<file path="src/rtl/ram_loader.sv">
// ram_loader: serial boot loader framing a byte stream into big-endian RAM word writes
module ram_loader #(
    parameter int ADDR_W         = 14,
    parameter int TIMEOUT_CYCLES = 100000
) (
    input  logic              clk,
    input  logic              reset,
    input  logic [7:0]        rx_data,
    input  logic              rx_valid,
    output logic [15:0]       ram_in,
    output logic              ram_load,
    output logic [ADDR_W-1:0] ram_address,
    output logic              busy,
    output logic              done,
    output logic              error,
    output logic [ADDR_W:0]   words_written
);
    localparam int TW = (TIMEOUT_CYCLES > 1) ? $clog2(TIMEOUT_CYCLES) : 1;
    typedef enum logic [2:0] {IDLE, LEN_LO, D_HI, D_LO, CHECK, DONE, ERROR} state_t;
    state_t state, state_n;
    logic [15:0]       len;
    logic [15:0]       len_full;
    logic [7:0]        sum;
    logic [7:0]        hi;
    logic [ADDR_W-1:0] ptr;
    logic [TW-1:0]     tcnt;
    logic              in_frame;
    logic              in_frame_n;
    logic              last_word;
    logic              timed_out;
    assign len_full   = {len[15:8], rx_data};
    assign in_frame   = state inside {LEN_LO, D_HI, D_LO, CHECK};
    assign in_frame_n = state_n inside {LEN_LO, D_HI, D_LO, CHECK};
    assign last_word  = 32'(words_written) + 32'd1 == 32'(len);
    assign timed_out  = (TIMEOUT_CYCLES != 0) && in_frame && !rx_valid && (tcnt == TW'(TIMEOUT_CYCLES - 1));
    // state register
    always_ff @(posedge clk) begin
        if (reset) state <= IDLE;
        else       state <= state_n;
    end
    // next-state: every transition is taken on an accepted byte, except the idle timeout
    always_comb begin
        state_n = state;
        case (state)
            IDLE:    if (rx_valid) state_n = LEN_LO;
            LEN_LO:  if (rx_valid) state_n = (len_full == 16'd0) ? CHECK :
                                             (32'(len_full) > (32'd1 << ADDR_W)) ? ERROR : D_HI;
            D_HI:    if (rx_valid) state_n = D_LO;
            D_LO:    if (rx_valid) state_n = last_word ? CHECK : D_HI;
            CHECK:   if (rx_valid) state_n = (rx_data == sum) ? DONE : ERROR;
            default: state_n = state;
        endcase
        if (timed_out) state_n = ERROR;
    end
    // datapath: length/checksum capture, word assembly, RAM write and registered status
    always_ff @(posedge clk) begin
        if (reset) begin
            ram_in        <= '0;
            ram_load      <= 1'b0;
            ram_address   <= '0;
            busy          <= 1'b0;
            done          <= 1'b0;
            error         <= 1'b0;
            words_written <= '0;
            len           <= '0;
            sum           <= '0;
            hi            <= '0;
            ptr           <= '0;
            tcnt          <= '0;
        end else begin
            ram_load <= 1'b0;
            busy     <= in_frame_n;
            done     <= state_n == DONE;
            error    <= state_n == ERROR;
            tcnt     <= (rx_valid || !in_frame) ? '0 : tcnt + 1'b1;
            if (rx_valid) begin
                case (state)
                    IDLE: begin
                        len[15:8] <= rx_data;
                        sum       <= rx_data;
                    end
                    LEN_LO: begin
                        len[7:0] <= rx_data;
                        sum      <= sum + rx_data;
                    end
                    D_HI: begin
                        hi  <= rx_data;
                        sum <= sum + rx_data;
                    end
                    D_LO: begin
                        ram_in        <= {hi, rx_data};
                        ram_address   <= ptr;
                        ram_load      <= 1'b1;
                        ptr           <= ptr + 1'b1;
                        words_written <= words_written + 1'b1;
                        sum           <= sum + rx_data;
                    end
                    default: ;
                endcase
            end
        end
    end
endmodule

</file>
<file path="config.mk">
export PLATFORM = sky130hd
export DESIGN_NAME = ram_loader
export DESIGN_NICKNAME = d
export VERILOG_FILES = /design/src/rtl/ram_loader.sv
export SDC_FILE = /design/constraint.sdc
export NUM_CORES = 1
export LEC_CHECK = 0
export ABC_AREA = 1
export CORE_UTILIZATION = 50
export DETAILED_ROUTE_END_ITERATION = 8
export GPL_TIMING_DRIVEN = 1
export PLACE_DENSITY = 0.84
export SETUP_SLACK_MARGIN = 0.5
export SLEW_MARGIN = 15
export SYNTH_ARGS = -nofsm -noshare
export SYNTH_HDL_FRONTEND = slang
export SYNTH_SLANG_ARGS = --single-unit
</file>
<file path="constraint.sdc">
create_clock -name clk -period 2.5 [get_ports clk]
set_input_delay 0.5 -clock clk [delete_from_list [all_inputs] [get_ports clk]]
set_output_delay 0.5 -clock clk [all_outputs]
set_load 0.05 [all_outputs]
</file>
# Yosys cells after proc, flatten, opt, wreduce, memory -nomap -nowiden
# Cells that the tools add are included.
[totals]
latch_bits = 0
register_bits = 115
elab_cells = 65
romBits = 0
ram_bits = 0
input_bits = 11
memories = 0
[op_classes]
n_eq_ne = 13
n_addsub = 5
div_mod_pow = 0
shifts = 0
muxes = 13
n_reduce_logical = 18
order_cmp = 1
bitwise_logic = 1
mul = 0
[op_table]
columns = ["op", "n"]
rows = [
  ["$mux W3", 9],
  ["$add A17 B1 Y17 const B", 1],
  ["$eq A17 B17 Y1 const B", 1],
  ["$add A15 B1 Y16 const B", 1],
  ["$eq A16 B16 Y1", 1],
  ["$gt A16 B15 Y1 const B", 1],
  ["$logic_not A16 Y1", 1],
  ["$pmux W8 S2", 1],
  ["$add A15 B1 Y15 const B", 1],
  ["$pmux W3 S5", 1],
  ["$add A14 B1 Y14 const B", 1],
  ["$eq A3 B2 Y1 const B", 4],
  ["$eq A3 B3 Y1 const B", 4],
  ["$reduce_and A2 Y1", 5],
  ["$add A8 B8 Y8", 1],
  ["$eq A8 B8 Y1", 1],
  ["$reduce_bool A4 Y1", 2],
  ["$eq A3 B1 Y1 const B", 2],
  ["$reduce_or A2 Y1", 2],
  ["$logic_not A3 Y1", 1],
  ["$reduce_or A3 Y1", 1],
  ["$logic_and A1 B1 Y1", 2],
  ["$logic_not A1 Y1", 2],
  ["$mux W2", 1],
  ["4 further kinds", 4],
]

# Logic depth before layout (Yosys ltp)
[logic_depth]
word_depth = 8
ltp_mapped = 17

# Least setup slack after synthesis
# OpenSTA, ideal clock, no wires.
[synth_path]
path_kind = "reg2reg"
from = "register words_written[0]"
to = "register busy"
period_less_slack_ns = 2.400
path_stages_with_launch = 17
arrival_time_ns = 2.282
setup_time_ns = 0.118
path_buffers = 0
path_slack_ns = 0.100
path_cell_list = "dfxtp_1 ha_1 nand2_2 nor2_2 nand2_1 nand2_1 nand2_1 nand2_1 o21ai_1 nor2_1 nand2_1 nor2_2 nand3_1 nand2_2 nand4_4 nor3_1 nor2_1"
[synth_between]
elab_chain_len = 8
[synth_rtl]
columns = ["element", "line_no", "text"]
rows = [
  ["from (decl)", "16", "output logic [ADDR_W:0] words_written"],
  ["from (signal assigned)", "95", "words_written <= words_written + 1'b1;"],
  ["$add A15 B1 Y16 *", "34", "assign last_word = 32'(words_written) + 32'd1 == 32'(len);"],
  ["$eq A16 B16 Y1 *", "34", ""],
  ["$mux W3 * (2 in a row)", "49", "D_LO: if (rx_valid) state_n = last_word ? CHECK : D_HI;"],
  ["$pmux W3 S5 *", "44", "case (state)"],
  ["$mux W3 *", "53", "if (timed_out) state_n = ERROR;"],
  ["$eq A3 B1 Y1 (tied with other cells)", "33", "assign in_frame_n = state_n inside {LEN_LO, D_HI, D_LO, CHECK};"],
  ["$reduce_bool A4 Y1 *", "33", ""],
  ["to (signal assigned)", "72", "busy <= in_frame_n;"],
  ["to (decl)", "13", "output logic busy,"],
]
# Mark *: on every way between the ends. The rest lies on a longest branch, timed or not.
# A chain may end at the register's enable or synchronous reset.

# Worst setup path in the final report
# Ends and elaborated chain as after synthesis.

==> results.sh <==
export IMPL_design_core_area_mm2=0.01037
export IMPL_r2r_cells=15
export IMPL_ant_nets=0
export IMPL_p_leak_nw=3.227
export IMPL_critPathKind="reg2reg"
export IMPL_syn2layout_area_growth_pct=36.30
export IMPL_htree_levels=4
export IMPL_maxCapViolCount=0
export IMPL_post_route_period_util_pct=92.01
export IMPL_synth_area_leaders="dfxtp_1, o21ai_0, a21oi_1"
export IMPL_ys_seq_area_share_pct=42.68
export IMPL_fin_skew_ps=6.791
export IMPL_slew_viol_final=0
export IMPL_synth_edf_count=0
export IMPL_grt_pass1_vias=5472
export IMPL_drt_wl_total_um=16850
export IMPL_ys_ff_latch=115
export IMPL_worstHoldPathType="reg2reg"
export IMPL_yosysWarnings=0
export IMPL_grt_max_degree=52
export IMPL_antenna_found_initial=0
export IMPL_dpl_hpwl_um=9919
export IMPL_die_y_um=105.9
export IMPL_startpoint="words_written[0]$_SDFFE_PP0P_"
export IMPL_pin_count=60
export IMPL_die_w_um=105.9
export IMPL_grt_usage_pct=27.87
export IMPL_n_fill_cell=771
export IMPL_yosysUniqueCellTypes=42
export IMPL_irDropWorstVdd_mv=0.4239
export IMPL_syn_nets=753
export IMPL_cts_num_sinks=115
export IMPL_worstHoldPathCells=1
export IMPL_synth_flop_cell="dfxtp_1"
export IMPL_cp_cell_sequence="buf_4 > nand3_2 > o21ai_1 > nand2_1 > nand2_1 > nand3_1 > nor2_1 > nand2_1 > nor2_4 > nand3_2 > nand2_2 > nand4_4 > o21bai_4 > nand2_2 > nor2_2"
export IMPL_diodes=0
export IMPL_nets=863
export IMPL_min_from="ptr[13]$_SDFFE_PP0P_"
export IMPL_clock_fmax_mhz=434.8
export IMPL_cts_root_buffer="clkbuf_8"
export IMPL_final_util_pct=70.90
export IMPL_post_place_ws_ps=-76.42
export IMPL_cp_top_family="simple AND/OR/NAND/NOR gates"
export IMPL_finalHoldViolCount=0
export IMPL_r2r_start="words_written[0]$_SDFFE_PP0P_"
export IMPL_grt_pass1_wl_um=24580
export IMPL_gp_congestion=0.9069
export IMPL_via_per_inst=5.762
export IMPL_setup_ws_ps=199.9
export IMPL_cts_buffers=17
export IMPL_cp_common_cell="nand2_1"
export IMPL_worst_slew_pin_slew_ps=528.2
export IMPL_synth_top_area_share_pct=42.68
export IMPL_setup_violations=0
export IMPL_min_to="ptr[13]$_SDFFE_PP0P_"
export IMPL_rsz0062_at_grt="true"
export IMPL_netlist_top_cells_count="dfxtp_1, inv_1, nand2_1, o21ai_0, a21oi_1"
export IMPL_endpoint_kind="flip-flop"
export IMPL_slew_headroom_pct=64.93
export IMPL_drc_errors=0
export IMPL_cp_depth=15
export IMPL_reg2reg_to="busy$_SDFF_PP0_"
export IMPL_drt_pass1_iter_count=5
export IMPL_route_vias_total=5687
export IMPL_pwr_density_cell_mw_per_mm2=657.4
export IMPL_cpPeakStageDelay_ps=400
export IMPL_io_buffers=59
export IMPL_clk_latency_ps=520
export IMPL_finalPower_mw=4.833
export IMPL_worstPathMaxFanout=6
export IMPL_dp_cells=935
export IMPL_fin_crit_ps=2300
export IMPL_drive_gt1_share_pct=22.80
export IMPL_cp_arrival_ps=2760
export IMPL_cts_tree="yes"
export IMPL_die_area_mm2=0.01121
export IMPL_synth_cells=730
export IMPL_crit_path_start_kind="flip-flop"
export IMPL_status="finished, final reports clean"
export IMPL_required_ps=2960
export IMPL_cts_max_path_buffers=2
export IMPL_whs_ps=460.9
export IMPL_synthArstFlopShare_pct=0
export IMPL_initial_core_util_pct=52.01
export IMPL_hold_buffers=0
export IMPL_core_rowCount=37
export IMPL_routedWlPerCell_um=17.07
export IMPL_first_iter_violations=474
export IMPL_syn_avg_cell_area_um2=7.389
export IMPL_globalRouteOverflowTotal=0
export IMPL_layoutNonFillerInstCount=987
export IMPL_slowest_stage="dfxtp_4"
export IMPL_rrSetupSlack_ps=200
export IMPL_yosysMostFrequentCell="dfxtp_1"
export IMPL_crit_buf_inv=1
export IMPL_synth_area_leader_cell="dfxtp_1"
export IMPL_clkTransAtPathRegs_ps=60
export IMPL_syn_area_mm2=0.005394
-- cell families after synthesis --
family	count (synthesis)	share of synthesized area (%)
adder cells (fa/ha/maj)	12	2.923
XOR/XNOR	17	3.015
AND/OR/NAND/NOR	268	23.87
buffers and inverters	122	8.513
flip-flops	115	42.68
AO/OA/AOI/OAI	196	19.00
-- state kept, by name, indices dropped and copies added, names as in the netlist --
register       cells
ram_address       14
error              1
tcnt              17
done               1
hi                 8
ptr               14
ram_load           1
state              3
len               16
busy               1
ram_in            16
sum                8
words_written     15
-- where the power goes --
part / switching [mW] / internal [mW]
clock: 0.852 / 1.37
sequential: 0.0645 / 1.90
combinational: 0.395 / 0.249
-- cell usage in the layout (no fill, tap or decap), types with 15 or more instances in the layout --
| cell type | count |
|---|---|
| nand2_1 | 79 |
| nand2_2 | 15 |
| nor2_1 | 69 |
| nand3_1 | 22 |
| dfxtp_1 | 97 |
| inv_1 | 89 |
| o21ai_0 | 84 |
| clkbuf_16 | 16 |
| a21oi_1 | 86 |
| buf_4 | 53 |
| dlygate4sd2_1 | 44 |
-- worst register-to-register path, stage by stage (launching register included) --
cell and delay (ps):
dfxtp_4 400, buf_4 130, nand3_2 120, o21ai_1 230
nand2_1 100, nand2_1 70, nand3_1 60, nor2_1 130
nand2_1 110, nor2_4 150, nand3_2 120, nand2_2 110
nand4_4 140, o21bai_4 190, nand2_2 70, nor2_2 120
-- cell type report --
cell class | count | area, µm² | share of cell area (%)
clock buffers | 20 | 455.4 | 6.195
clock inverters | 10 | 85.08 | 1.157
inverters | 98 | 367.9 | 5.003
multi-input cells | 493 | 2972 | 40.42
flip-flops and latches | 115 | 2335 | 31.76
well taps | 136 | 170.2 | 2.314
repair buffers | 115 | 967.2 | 13.16
-- layer usage --
| layer | global-route usage, % | part of all wire [%] |
|---|---|---|
| met1 | 31.11 | 39 |
| met4 | 17.26 | 5.1 |
| met2 | 47.43 | 49 |
| met3 | 7.050 | 6.8 |
| met5 | 0 | 0 |
-- repair_timing --
action	4_1_cts	5_1_grt
gates cloned	0	0
pin swaps	8	28
buffers inserted	8	14
hold endpoints to repair	0	0
gates resized for setup	93	54
setup endpoints to repair	63	59
-- worst max-delay path by stage --
stage	endpoint	slack (ps)
finish	busy$_SDFF_PP0_	200
global route	busy$_SDFF_PP0_	30
CTS	tcnt[16]$_SDFF_PP0_	310
detailed placement	done$_SDFF_PP0_	-80
global placement	done$_SDFF_PP0_	-40
floorplan	busy$_SDFF_PP0_	490
-- per-stage QoR --
step           instance area (µm²)  TNS (ps)
6_report                      7352         0
3_5_place_dp                  6367    -230.0
3_3_place_gp                  6367    -74.55
2_1_floorplan                 5443         0
5_1_grt                       7352         0
4_1_cts                       7069         0
No activity file was read; power rests on OpenSTA's default activity.
